<file path="src/rtl/dram_arbiter_pkg.sv">
// Shared constants for the DRAM port arbiter: grant sentinel, FSM encodings, ctrl width.
// Also holds a helper for sizing hart-index fields.
package dram_arbiter_pkg;

    localparam logic [31:0] DEF_GRANT_NONE = 32'hFFFF_FFFF;
    localparam int          CTRL_W         = 3;

    localparam logic [1:0] ST_IDLE    = 2'd0;
    localparam logic [1:0] ST_ISSUE   = 2'd1;
    localparam logic [1:0] ST_WAIT    = 2'd2;
    localparam logic [1:0] ST_RELEASE = 2'd3;

    function automatic int idx_width(input int n);
        return (n > 1) ? $clog2(n) : 1;
    endfunction

endpackage

</file>
<file path="src/rtl/dram_arbiter_rr_pick.sv">
// Combinational round-robin priority encoder: first requester after last_i, wrapping.
// valid_o is low when no request bit is set.
module dram_arbiter_rr_pick #(
    parameter int N  = 2,
    parameter int IW = 1
) (
    input  logic [N-1:0]  req_i,
    input  logic [IW-1:0] last_i,
    output logic [IW-1:0] idx_o,
    output logic          valid_o
);

    int   cand;
    logic found;

    always_comb begin
        idx_o = '0;
        found = 1'b0;
        cand  = 0;
        // Offset 1..N so the previous owner is examined last.
        for (int k = 1; k <= N; k++) begin
            cand = (int'(last_i) + k) % N;
            if (!found && req_i[IW'(cand)]) begin
                found = 1'b1;
                idx_o = IW'(cand);
            end
        end
        valid_o = found;
    end

endmodule

</file>
<file path="src/rtl/dram_arbiter.sv">
// Round-robin arbiter serialising whole transactions from NCORES MMUs onto one DRAM port.
// Grant is held from issue until the hart has had one cycle to capture read data.
module dram_arbiter
    import dram_arbiter_pkg::*;
#(
    parameter int          NCORES     = 2,
    parameter logic [31:0] GRANT_NONE = DEF_GRANT_NONE
) (
    input  logic                     CLK,
    input  logic                     RST_X,
    input  logic [NCORES*32-1:0]     w_req_addr,
    input  logic [NCORES*32-1:0]     w_req_wdata,
    input  logic [NCORES*CTRL_W-1:0] w_req_ctrl,
    input  logic [NCORES-1:0]        w_req_we,
    input  logic [NCORES-1:0]        w_req_le,
    output logic [NCORES-1:0]        w_req_busy,
    output logic [31:0]              w_req_odata,
    output logic [31:0]              w_grant,
    output logic [31:0]              w_mem_addr,
    output logic [31:0]              w_mem_wdata,
    output logic [CTRL_W-1:0]        w_mem_ctrl,
    output logic                     w_mem_we,
    output logic                     w_mem_le,
    input  logic                     w_mem_busy,
    input  logic [31:0]              w_mem_odata,
    output logic [1:0]               dbg_state_o
);

    localparam int IW = idx_width(NCORES);

    logic [1:0]        state_q, state_d;
    logic [IW-1:0]     rr_q, rr_d;
    logic [IW-1:0]     gnt_q, gnt_d;
    logic [31:0]       grant_q, grant_d;
    logic [31:0]       addr_q, addr_d;
    logic [31:0]       wdata_q, wdata_d;
    logic [CTRL_W-1:0] ctrl_q, ctrl_d;
    logic              we_q, we_d;
    logic              le_q, le_d;
    logic [31:0]       odata_q, odata_d;
    logic [NCORES-1:0] busy_q, busy_d;
    logic              seen_busy_q, seen_busy_d;
    logic              first_wait_q, first_wait_d;

    logic [NCORES-1:0] req;
    logic [31:0]       addr_arr  [NCORES];
    logic [31:0]       wdata_arr [NCORES];
    logic [CTRL_W-1:0] ctrl_arr  [NCORES];
    logic [IW-1:0]     pick_idx;
    logic              pick_valid;
    logic              owned;

    assign req = w_req_we | w_req_le;

    for (genvar g = 0; g < NCORES; g++) begin : g_split
        assign addr_arr[g]  = w_req_addr[32*g +: 32];
        assign wdata_arr[g] = w_req_wdata[32*g +: 32];
        assign ctrl_arr[g]  = w_req_ctrl[CTRL_W*g +: CTRL_W];
    end

    dram_arbiter_rr_pick #(
        .N  (NCORES),
        .IW (IW)
    ) u_rr_pick (
        .req_i   (req),
        .last_i  (rr_q),
        .idx_o   (pick_idx),
        .valid_o (pick_valid)
    );

    always_comb begin
        state_d      = state_q;
        rr_d         = rr_q;
        gnt_d        = gnt_q;
        grant_d      = grant_q;
        addr_d       = addr_q;
        wdata_d      = wdata_q;
        ctrl_d       = ctrl_q;
        we_d         = 1'b0;
        le_d         = 1'b0;
        odata_d      = odata_q;
        seen_busy_d  = seen_busy_q;
        first_wait_d = first_wait_q;
        busy_d       = '0;
        owned        = 1'b0;

        case (state_q)
            ST_IDLE: begin
                if (pick_valid) begin
                    addr_d  = addr_arr[pick_idx];
                    wdata_d = wdata_arr[pick_idx];
                    ctrl_d  = ctrl_arr[pick_idx];
                    // A hart raising both we and le is treated as a write.
                    we_d    = w_req_we[pick_idx];
                    le_d    = ~w_req_we[pick_idx] & w_req_le[pick_idx];
                    gnt_d   = pick_idx;
                    grant_d = 32'(pick_idx);
                    rr_d    = pick_idx;
                    state_d = ST_ISSUE;
                end
            end
            ST_ISSUE: begin
                seen_busy_d  = 1'b0;
                first_wait_d = 1'b1;
                state_d      = ST_WAIT;
            end
            ST_WAIT: begin
                first_wait_d = 1'b0;
                if (seen_busy_q && !w_mem_busy) begin
                    odata_d = w_mem_odata;
                    state_d = ST_RELEASE;
                end else if (w_mem_busy || first_wait_q) begin
                    // Controller is silent after the first WAIT cycle: assume zero latency.
                    seen_busy_d = 1'b1;
                end
            end
            default: begin
                grant_d = GRANT_NONE;
                state_d = ST_IDLE;
            end
        endcase

        for (int i = 0; i < NCORES; i++) begin
            owned = (state_d != ST_IDLE) && (gnt_d == IW'(i));
            busy_d[i] = owned ? (state_d == ST_ISSUE || state_d == ST_WAIT) : req[i];
        end
    end

    always_ff @(posedge CLK or negedge RST_X) begin
        if (!RST_X) begin
            state_q      <= ST_IDLE;
            rr_q         <= IW'(NCORES - 1);
            gnt_q        <= '0;
            grant_q      <= GRANT_NONE;
            addr_q       <= '0;
            wdata_q      <= '0;
            ctrl_q       <= '0;
            we_q         <= 1'b0;
            le_q         <= 1'b0;
            odata_q      <= '0;
            busy_q       <= '0;
            seen_busy_q  <= 1'b0;
            first_wait_q <= 1'b0;
        end else begin
            state_q      <= state_d;
            rr_q         <= rr_d;
            gnt_q        <= gnt_d;
            grant_q      <= grant_d;
            addr_q       <= addr_d;
            wdata_q      <= wdata_d;
            ctrl_q       <= ctrl_d;
            we_q         <= we_d;
            le_q         <= le_d;
            odata_q      <= odata_d;
            busy_q       <= busy_d;
            seen_busy_q  <= seen_busy_d;
            first_wait_q <= first_wait_d;
        end
    end

    assign w_req_busy  = busy_q;
    assign w_req_odata = odata_q;
    assign w_grant     = grant_q;
    assign w_mem_addr  = addr_q;
    assign w_mem_wdata = wdata_q;
    assign w_mem_ctrl  = ctrl_q;
    assign w_mem_we    = we_q;
    assign w_mem_le    = le_q;
    assign dbg_state_o = state_q;

endmodule

</file>
<file path="config.mk">
export PLATFORM = sky130hd
export DESIGN_NAME = dram_arbiter
export DESIGN_NICKNAME = d
export VERILOG_FILES = /design/src/rtl/dram_arbiter_pkg.sv /design/src/rtl/dram_arbiter_rr_pick.sv /design/src/rtl/dram_arbiter.sv
export SDC_FILE = /design/constraint.sdc
export NUM_CORES = 1
export LEC_CHECK = 0
export ABC_CLOCK_PERIOD_IN_PS = 2400
export CORE_AREA = 2 2 122 124
export CTS_CLUSTER_SIZE = 25
export DETAILED_ROUTE_END_ITERATION = 8
export DIE_AREA = 0 0 124 126
export PLACE_DENSITY = 0.76
export SYNTH_ARGS = -nofsm -noshare
export SYNTH_HDL_FRONTEND = slang
export SYNTH_SLANG_ARGS = --single-unit
</file>
<file path="constraint.sdc">
create_clock -name CLK -period 2.4 [get_ports CLK]
set_clock_uncertainty 0.2 [all_clocks]
set_input_delay 0.48 -clock CLK [delete_from_list [all_inputs] [get_ports CLK]]
set_output_delay 0.48 -clock CLK [all_outputs]
set_load 0.01 [all_outputs]
</file>
==> results of run 1 <==
area by class of cell:
| class | count | area [µm²] |
|---|---|---|
| inverter | 8 | 30.0 |
| sequential | 111 | 2790 |
| clock buffer | 13 | 280 |
| clock inverter | 3 | 23.8 |
| multi-input combinational | 270 | 1640 |
| tap | 184 | 230 |
| timing repair buffer | 327 | 3360 |
| fill | 1191 | 5960 |
power breakdown:
| group | total (mW) | switching, mW | internal (mW) |
|---|---|---|---|
| registers | 3.33 | 0.493 | 2.83 |
| clock network | 1.47 | 0.652 | 0.822 |
| logic | 5.89 | 2.65 | 3.24 |
tightest hold or removal path, stage by stage (launching register included):
cell and delay, ns:
dfrtp_1 0.34, nand2_1 0.05, o21ai_0 0.06
synth_stat cells (2+ instances only):
cell / count
buf_4: 36
a21oi_1: 4
o22ai_1: 68
buf_6: 5
ha_1: 4
o21ai_0: 38
dfrtp_1: 108
o21ai_1: 34
inv_1: 8
mux2_2: 32
nor2_1: 5
dfstp_2: 3
o211ai_1: 2
a21o_1: 2
o21a_1: 2
nand2_1: 67
clkbuf_1: 13
buf_2: 10
layer usage:
layer	global-route usage, %	share of wire (%)
met3	6.43	9.9
met4	7.47	2.5
met5	0	0
met1	20.1	38
met2	31.1	49
worst paths after layout:
path,startpoint,endpoint,slack (ns),cells after the start
setup / recovery,w_grant[30],w_grant[4],0.05,2
hold reg to reg,w_mem_wdata[14],w_mem_wdata[14],0.28,2
min in group asynchronous,RST_X,w_req_odata[10],0.43,2
hold / removal,w_mem_wdata[14],w_mem_wdata[14],0.28,2
max in group asynchronous,RST_X,w_mem_wdata[3],0.99,3
setup reg to reg,dbg_state_o[0],w_req_busy[1],0.39,9
metrics by stage:
stage	power, mW	setup WS [ns]	cells	setup TNS [ns]
after floorplan	6.38	0.318	454	0
after global placement	9.06	0.162	897	0
after detailed placement	9.25	0.113	897	0
after CTS	10.8	0.0249	916	0
after global routing	11.4	-0.00160	916	-0.00160
final	10.7	0.0483	916	0
repair_timing:
item / 4_1_cts / 5_1_grt
hold buffers: 1 / 0
gates resized for setup: 2 / 10
hold endpoints to repair: 26 / 0
endpoints found under the setup margin: 31 / 15
setup buffers: 2 / 0
logic make-up (layout without fill, tap and decap cells):
logic type      after synthesis  count (layout)  share of synthesized area [%]
compound gates              156             156                           18.8
flops                       111             111                           56.9
simple gates                 76              76                           6.10
buf+inv                      73             351                           9.43
mux                          33              33                           7.58
fa+ha+maj                     4               4                           1.02
xor+xnor                      1               1                          0.179
flip-flops by register name, indices dropped and copies added, names as in the netlist:
name and count:
w_mem_le 1, w_req_odata 32, gnt_q 1, seen_busy_q 1, w_grant 2, w_mem_we 1
rr_q 1, dbg_state_o 2, first_wait_q 1, w_mem_addr 32, w_mem_wdata 32, w_req_busy 2
w_mem_ctrl 3
==> flow_results.org, run 1 <==
** Outcome
- Run status :: completed

** Layout
- Synthesis-to-finish area growth :: 70.9%
- Fraction of final layout cells sized beyond drive strength 1 :: 9.70%
- Nets :: 904
- In the layout the commonest cells are 298 x clkdlybuf4s50_1, 108 x dfrtp_1, 68 x o22ai_1.
- Share of the core filled with cells in the final layout :: 58.3%
- Diodes inserted :: 0
- Finished layout cell area :: 0.00835 mm²
- Leaving out fill and tap cells, the most frequent cell in the layout is clkdlybuf4s50_1.

** Logic synthesis
- A synthesized cell averages 10.8 µm².
- Nets in the synthesized netlist :: 631
- For this run, the leading register cell type out of synthesis is dfrtp_1.
- The synthesized design spends more area on one cell type than any other, namely dfrtp_1.
- Register area share after synthesis :: 56.9%
- Warnings, synthesis :: 0
- In the synthesized netlist the async set-or-reset flop fraction comes to 100%.
- Synth Cell Area :: 0.00488 mm²
- Largest cells by area after synthesis :: dfrtp_1 55%, o22ai_1 8.7%, mux2_2 7.4%, buf_4 5.5%, nand2_1 5.1%
- In this run, synthesis inferred 0 flip-flops with an integrated enable.
- Synthesis produced a netlist whose cell count is 454.
- Of the post-synthesis cell area, the dominant cell type holds 55.3%.
- Counting flops and latches in the post-synthesis netlist gives 111.
- In this run, distinct cell masters in the synthesized netlist total 31.

** Timing
- Final period utilization :: 98.0%
- Slew Limit Headroom :: 71.6%
- The total count of max-transition violations in the final report came to 0.
- # setup viols final :: 0
- Transition at the pin with the smallest max-transition slack :: 0.426 ns
- The tightest hold path in the finished design has a slack of 0.277 ns.
- The routed design could run at a clock period as short as 2.35 ns.
- Fmax :: 0.425 GHz
- The final hold violation count was 0.

** Die
- Row generation in the floorplan step produced 44 rows.
- Number of primary I/O pins :: 310
- The die covers 0.0156 mm².
- The total area inside the core boundary comes to 0.0143 mm².
- Die Y-Extent :: 126 µm
- The initial utilization of the core area, before any placement, comes to 34.1%.
- The floorplan step set the die width to 124 µm.

** Detailed routing
- Remaining antenna violation count after routing :: 0
- Dividing the detail-routed via count by the number of cells gives 4.81.
- The routed layout has 4408 vias.
- Number of DRC violations after detailed routing :: 0
- The first detailed-routing pass took 4 iterations.
- The detailed router finished its first iteration with 141 violations.
- The final layout contains routed wiring with a total length of 14.5 mm.
- Dividing the detail-routed wire length by the instance count gives 15.9 µm.

** Critical path
- The setup path with the least slack is of type reg2out.
- Data required time of the critical path :: 1.72 ns
- Delay of the slowest cell on the worst path :: 0.64 ns
- Number of buffer and inverter instances along the worst setup path :: 2
- Crit path capture type :: output port
- Critical path arrival :: 1.67 ns
- Broken down by cell family, the worst path's largest delay share belongs to buffers and inverters.
- The critical path goes through buf_6 -> clkdlybuf4s50_1.
- Startpoint type of the worst setup path :: flop
- Worst-path cell with the longest stage delay :: dfstp_4
- In this run the worst path has a maximum fanout of 16.

** Pwr
- Peak VDD IR :: 0.000477 V
- For this design the ratio of total power to cell area is 1280 mW/mm².
- Static power due to leakage :: 3.52 nW

** Placement
- In this run the tool buffered the top-level ports with 309 buffer cells.
- Detailed placement finished with a half-perimeter wire length of 11.1 mm.
- At the end of routability-driven placement, the weighted congestion stood at 0.844.
- After detailed placement, the total cell area comes to 0.00798 mm².

** Clocking
- Clock latency on the worst-skew pair, taken at its later pin, is 0.34 ns.
- CTS built an H-tree with a depth of 3.
- After clock tree synthesis, the clock-pin slew on the worst setup and hold paths is 0.07 ns.
- Clk buf depth :: 2
- Number of CTS-inserted buffers :: 9
- Clock tree from TritonCTS :: built
- Number of sinks on the clock net :: 111
- Buffer cell driving the clock tree root :: clkbuf_16

** Hold path
- Worst hold path class :: reg2reg

** GRT
- Summed over all layers, the global routing overflow is 0.
- Global-route total usage across every layer :: 18.1%
- Maximum number of pins on one net before global-route repair :: 79
- The number of antenna violations at the first check in global routing is 0.
- The first global-routing pass estimated 21.9 mm of wire.
- The number of global-route vias before repair is 4367.

** Job
- Total of max-cap violations :: 0
Note: power is estimated with default switching activity, not from simulation.
==> inputs of run 2 (changes only) <==
--- a/config.mk
+++ b/config.mk
@@ -8,7 +8,9 @@
 export ABC_CLOCK_PERIOD_IN_PS = 2400
-export CORE_AREA = 2 2 122 124
+export CELL_PAD_IN_SITES_DETAIL_PLACEMENT = 1
+export CELL_PAD_IN_SITES_GLOBAL_PLACEMENT = 1
+export CORE_MARGIN = 2
+export CORE_UTILIZATION = 26
 export CTS_CLUSTER_SIZE = 25
 export DETAILED_ROUTE_END_ITERATION = 8
-export DIE_AREA = 0 0 124 126
-export PLACE_DENSITY = 0.76
+export PLACE_DENSITY_LB_ADDON = 0.1
 export SYNTH_ARGS = -nofsm -noshare
==> constraint.sdc (replaced) <==
create_clock -name CLK -period 2.4 [get_ports CLK]
set_clock_uncertainty 0.2 [all_clocks]
set_input_delay 0.6 -clock CLK [delete_from_list [all_inputs] [get_ports CLK]]
set_output_delay 0.6 -clock CLK [all_outputs]
set_load 0.01 [all_outputs]
==> flow_results.org, run 2 (same netlist as run 1, synthesis figures left out) <==
** Critical path
- FF-to-FF setup slack :: 0.30 ns (-0.09 ns)
- Delay of the slowest cell on the worst path :: 0.55 ns (-0.09 ns)
- The worst setup path is captured at an output port.
- The worst path buffer plus inverter count is 1 (-1).
- For this design, the slowest cell found on the critical path is dfstp_2.
- Reg-to-Reg Start :: dbg_state_o[0]
- STA classifies the critical path startpoint as a flop.
- Capturing point of the worst reg2reg path :: w_req_busy[1]
- The maximum net fanout on the critical path was 3 (-13).
- The critical path arrival was 1.45 ns (-0.22 ns).
- The required time of the critical path came to 1.60 ns (-0.12 ns).
- The signal on the critical path passes through clkdlybuf4s50_1.
- Kind of critical path :: reg2out
- The cell depth of the worst flop-to-flop path was 9 (unchanged).
- In this design, the largest share of critical-path delay is due to flip-flops.

** Clocking
- Clk buf depth :: 2 (unchanged)
- The number of sinks handled by clock tree synthesis came to 111 (unchanged).
- The number of clock buffers inserted by TritonCTS was 9 (unchanged).
- Clock-pin slew on the worst setup and hold paths :: 0.07 ns (about the same)
- TritonCTS built the clock tree.
- Later-pin clock latency in the skew report :: 0.35 ns (about the same)
- The tree is rooted in a clkbuf_16.
- # H-tree levels :: 3 (unchanged)

** Timing
- The highest achievable clock rate was 0.444 GHz (+4.3%).
- The worst hold-check slack came to 0.286 ns (+0.00837 ns).
- The total count of max-transition violations in the final report came to 0 (unchanged).
- The normalized max-slew margin came to 60.8% (-11 points).
- Total count of hold-check failures in the final report :: 0 (unchanged)
- Transition at the pin with the smallest max-transition slack :: 0.589 ns (+0.163 ns)
- Setup repair after global routing left no endpoint under its margin.
- Min Tclk post-route :: 2.25 ns (-0.0979 ns)
- The count of endpoints failing setup in the final report was 0 (unchanged).
- Final period utilization :: 93.9% (-4.1 points)

** GRT
- Global-route total usage across every layer :: 16.4% (-1.7 points)
- The total congestion overflow came to 0 (unchanged).
- The wire length of the first global-routing pass is 25.6 mm (+17%).
- The number of global-route vias before repair is 4707 (+7.8%).
- The number of antenna violations at the first check in global routing was 0 (unchanged).
- The largest net degree at the start of global routing came to 104 (+32%).

** Detailed routing
- Ratio of routed vias to standard cells :: 4.56 (-5.3%)
- The overall routed net length is 16.4 mm (+13%).
- The initial DRC count was 113 (-20%).
- The remaining routing DRC violations came to 0 (unchanged).
- The post-detailed-route wirelength per cell was 17.0 µm (+7.1%).
- Remaining antenna violation count after routing :: 0 (unchanged)
- DR vias :: 4392 (-0.36%)
- The iteration count of the initial detailed-routing pass is 4 (unchanged).

** Die
- Die Y-Extent :: 141 µm (+12%)
- The effective utilization at floorplan was 26.3% (-7.8 points).
- The top-level I/O count came to 310 (unchanged).
- Die area :: 0.0199 mm² (+27%)
- The core area came to 0.0186 mm² (+30%).
- The number of rows in the core area came to 50 (+14%).
- The die width was 141 µm (+14%).

** Placement
- Placed inst area :: 0.00800 mm² (+0.28%)
- The placed instance count is 945 (+5.4%).
- GPL Wtd Cong :: 0.738 (-13%)
- The placed wire-length estimate came to 12.4 mm (+12%).
- The total of buffers placed on input and output ports is 309 (unchanged).

** Hold path
- Worst Hold Path EP :: w_mem_ctrl[2]
- The worst hold path cell count was 2 (unchanged).
- The path class of the tightest hold or removal check is reg2reg.
- In this run the most critical hold path is launched from w_mem_ctrl[2].

** Layout
- The non-filler instance count after layout is 964 (+5.2%).
- Share of the core filled with cells in the final layout :: 44.7% (-14 points)
- The ratio of cells with drive above 1 in the final layout was 9.45% (-0.25 points).
- The final-layout fill cell count is 2045 (+72%).
- Nets :: 902 (-0.22%)
- Commonest non-fill, non-tap cells in the layout :: 277 x clkdlybuf4s50_1, 108 x dfrtp_1, 68 x o22ai_1
- Leading cell type in the layout, fill and taps excluded :: clkdlybuf4s50_1
- The finished layout cell area came to 0.00830 mm² (-0.61%).
- Diodes inserted :: 0 (unchanged)
- Synthesis-to-finish area growth :: 69.9%

** Pwr
- The combinational power share was 54.7% (-0.4 points).
- The static leakage was 3.44 nW (-2.2%).
- The switching portion of total power was 36.9% (+1.5 points).
- Net switching power :: 3.90 mW (+2.9%)
- The worst-case vdd ir drop was 0.000546 V (+14%).
- Clk pwr share :: 13.9% (about the same)
- The internal power was 6.66 mW (-3.4%).
- The power density relative to cell area is 1270 mW/mm² (-0.56%).
- Sequential share of power :: 31.4% (+0.3 points)

** Job
- The total of max-cap violations is 0 (unchanged).

** Outcome
- The flow ran to the end, and the final reports show no timing, DRC or antenna violations.
==> run 2: cell types whose count changed in the layout (fill, tap and decap cells not counted), sizes merged <==
cell	delta
dlygate4sd2	+31
clkdlybuf4s50	-21
dlymetal6s2s	-10
buf	-2
clkbuf	-2
clkinv	+2
==> run 2: power groups by stage <==
| stage | Clock, mW | Sequential [mW] | Combinational [mW] |
|---|---|---|---|
| final | 1.46 | 3.32 | 5.78 |
| after global routing | 1.62 | 3.45 | 6.32 |
| after CTS | 1.53 | 3.34 | 5.89 |
| after detailed placement | 0 | 3.41 | 5.95 |
| after global placement | 0 | 3.33 | 5.83 |
| after floorplan | 0 | 3.77 | 2.61 |
==> run 2: how the worst max path moves through the flow <==
stage,slack (ns),cells past startpoint,end,start
finish,0.15,1,w_grant[0],w_grant[0]
floorplan,0.32,10,w_req_busy[1],dbg_state_o[0]
global placement,0.04,8,w_req_busy[1],w_req_le[0]
detailed placement,-0.005,8,w_req_busy[1],w_req_we[0]
global route,0.1,1,w_grant[0],w_grant[0]
CTS,0.12,1,w_grant[0],w_grant[0]
==> run 2: through the flow <==
| step | TNS (ns) | power [mW] | setup slack (ns) |
|---|---|---|---|
| after detailed placement | -0.00505 | 9.36 | -0.00505 |
| after floorplan | 0 | 6.38 | 0.318 |
| after global placement | 0 | 9.17 | 0.0424 |
| final | 0 | 10.6 | 0.146 |
| after global routing | 0 | 11.4 | 0.0958 |
| after CTS | 0 | 10.8 | 0.120 |
==> run 2: per-layer routing <==
| metal | vias up | global-route usage (%) | part of all wire [%] |
|---|---|---|---|
| met5 | - | 0 | 0 |
| met4 | 0 | 5.05 | 1.3 |
| met3 | 14 | 5.91 | 9.3 |
| met2 | 181 | 28.6 | 50 |
| met1 | 2070 | 18.8 | 40 |
| li1 | 2127 | - | - |
==> run 2: final cells by class <==
cell class | instances | area, µm² | area share [%]
clock buffers | 11 | 253 | 3.05
clock inverters | 5 | 41.3 | 0.498
inverters | 8 | 30.0 | 0.362
multi-input cells | 270 | 1640 | 19.8
flip-flops and latches | 111 | 2790 | 33.6
well taps | 234 | 293 | 3.53
repair buffers | 325 | 3250 | 39.2
==> run 2: repair_timing <==
action	in CTS	in global routing
setup endpoints to repair	31	0
hold endpoints to repair	8	0
hold buffers	1	0
buffers inserted	2	0
resized for setup	33	0
==> run 2: worst register-to-register path, cell delays in order, from the launching register on <==
cell and delay (ns):
dfrtp_1 0.41, inv_1 0.09, ha_1 0.23, buf_4 0.18, o22ai_1 0.23, a21o_1 0.16
ha_1 0.18, inv_1 0.05, o211ai_1 0.10, mux2i_1 0.20
==> inputs of run 3 (changes only) <==
- CORE_MARGIN: 2 -> not set
==> flow_results.org, run 3 (same netlist as run 1, synthesis figures left out) <==
** Pwr
- The worst-case vdd ir drop came to 0.000469 V (-14%).
- The power density relative to cell area came to 1270 mW/mm² (about the same).
- The overall power was 10.6 mW (about the same).
- The static leakage came to 3.44 nW (about the same).

** Detailed routing
- Number of DRC violations after detailed routing :: 19 (+19)
- Violation count after the first detailed-routing iteration :: 95 (-16%)
- The overall routed net length is 15.9 mm (-3.0%).
- DR vias :: 4349 (-0.98%)
- Initial DRT Pass Iterations :: 6 (+2)
- Remaining antenna violation count after routing :: 0 (unchanged)
- The via density per instance is 4.54 (-0.25%).
- The post-detailed-route wirelength per cell is 16.6 µm (-2.3%).

** Timing
- # setup viols final :: 0 (unchanged)
- The final period demand of the worst path is 2.27 ns (+0.0154 ns).
- The setup TNS after final layout was 0 ns (unchanged).
- The normalized max-slew margin was 67.9% (+7.2 points).
- Unrepaired setup endpoints after global routing :: no
- The final hold violation count is 0 (unchanged).
- The post-route fraction of the period consumed by the critical path was 94.6% (+0.64 points).
- Transition at the pin with the smallest max-transition slack :: 0.481 ns (-0.108 ns)
- Final worst hold slack :: 0.0125 ns (-0.273 ns)
- Final max-slew violation count :: 0 (unchanged)
- Crit path setup slack, layout :: 0.131 ns (-0.0154 ns)
- Fmax :: 0.441 GHz (-0.68%)

** Clocking
- Number of CTS-inserted buffers :: 9 (unchanged)
- Later-pin clock latency in the skew report :: 0.35 ns (about the same)
- Hold-fix buffer count after cts :: 0 (-1)
- The number of H-tree levels is 3 (unchanged).
- Number of sinks on the clock net :: 111 (unchanged)
- The tree is rooted in a clkbuf_16.
- Clock tree from TritonCTS :: built
- Clock-pin slew on the worst setup and hold paths :: 0.07 ns (about the same)
- The clock tree buffer depth was 2 (unchanged).

** Critical path
- Depth of the worst register-to-register path :: 9 (unchanged)
- The worst setup path is captured at an output port.
- FF-to-FF setup slack :: 0.30 ns (about the same)
- The largest stage delay on the critical path was 0.57 ns (+0.02 ns).
- The maximum net fanout on the critical path came to 3 (unchanged).
- Critical path arrival :: 1.47 ns (+0.02 ns)
- The worst setup path is of the reg2out kind.
- The worst path buffer plus inverter count came to 1 (unchanged).
- Grouping stages by cell kind, the critical path spends the most delay in buffers and inverters.
- Reg-to-Reg Start :: dbg_state_o[0]
- Worst-path cell with the longest stage delay :: clkdlybuf4s50_1
- Sequence of cells on the critical path :: clkdlybuf4s50_1
- Startpoint type of the worst setup path :: flop
- In this run the critical register-to-register path is captured at w_req_busy[1].
- The total stage count of the critical path is 1 (unchanged).
- The required time of the critical path is 1.60 ns (about the same).

** GRT
- The all-layer global routing usage was 16.7% (+0.27 points).
- Maximum number of pins on one net before global-route repair :: 85 (-18%)
- Global-route wire length before repair :: 25.0 mm (-2.3%)
- The number of antenna violations at the first check in global routing came to 0 (unchanged).
- Vias in the first global route :: 4498 (-4.4%)
- Total congestion overflow after global routing :: 0 (unchanged)

** Layout
- Diodes inserted :: 0 (unchanged)
- Number of fillers in the final layout :: 1998 (-2.3%)
- Leading cell type in the layout, fill and taps excluded :: clkdlybuf4s50_1
- In the layout the commonest cells are 277 x clkdlybuf4s50_1, 108 x dfrtp_1, 68 x o22ai_1.
- Nets :: 901 (-0.11%)
- Synthesis-to-finish area growth :: 69.9% (about the same)
- The ratio of cells with drive above 1 in the final layout is 9.20% (-0.25 points).
- The end-of-flow core utilization came to 45.6% (+0.93 points).

** Placement
- The placed wire-length estimate came to 12.0 mm (-2.6%).
- The total of buffers placed on input and output ports is 309 (unchanged).
- The pre-CTS setup slack was -0.0465 ns (-0.0415 ns).
- The routability congestion estimate was 0.749 (+1.6%).

** Outcome
- The checks that failed: DRC.
- The flow ran to the end, but the final reports show violations.

** Die
- The core area is 0.0182 mm² (-2.0%).
- Die area :: 0.0193 mm² (-2.8%)
- Starting density of the core :: 26.8% (+0.54 points)
- Die Y-Extent :: 139 µm (-1.4%)
- The die width was 139 µm (-1.4%).
- Number of primary I/O pins :: 310 (unchanged)
- # rows :: 49 (-2.0%)

** Job
- Total of max-cap violations :: 0 (unchanged)

** Hold path
- Worst hold path class :: in2async
run 3: cell count changes in the layout (fill, tap and decap cells not counted), sizes merged:
cell,change
dlygate4sd3,-1
bufinv,+1
clkbuf,-1
clkinv,-1
run 3: worst max-delay path by stage:
stage               slack [ns]      startpoint            end
floorplan                 0.32  dbg_state_o[0]  w_req_busy[1]
global placement          0.04     w_req_le[0]  w_req_busy[1]
detailed placement       -0.05     w_req_le[0]  w_req_busy[1]
CTS                       0.12      w_grant[0]     w_grant[0]
global route              0.11      w_grant[0]     w_grant[0]
finish                    0.13      w_grant[0]     w_grant[0]
run 3: what timing repair did:
item,in CTS,in global routing
setup endpoints to repair,31,0
resized for setup,33,0
buffers inserted,2,0
run 3: area by class of cell:
type                            instances  area [µm²]  share of cell area, %
Multi-Input combinational cell        270        1640                   19.8
Clock inverter                          5        58.8                  0.708
Inverter                                8        30.0                  0.362
Clock buffer                           10         229                   2.76
Timing Repair Buffer                  324        3270                   39.4
Tap cell                              229         287                   3.45
Sequential cell                       111        2790                   33.6
run 3: per-stage QoR:
step,area [µm²],std cells
finish,8300,957
global route,8300,957
CTS,8300,957
detailed placement,8020,940
global placement,8020,940
floorplan,4880,454
run 3: report_power, final:
part	switching [mW]	leakage (nW)	total [mW]	internal, mW
combinational	2.70	1.96	5.77	3.07
sequential	0.481	1.35	3.31	2.83
clock	0.674	0.135	1.48	0.807
run 3: per-layer routing:
layer	GRT usage, %	share of wire [%]
met3	5.66	8.6
met2	29.1	50
met4	4.97	1.4
met1	19.3	40
met5	0	0
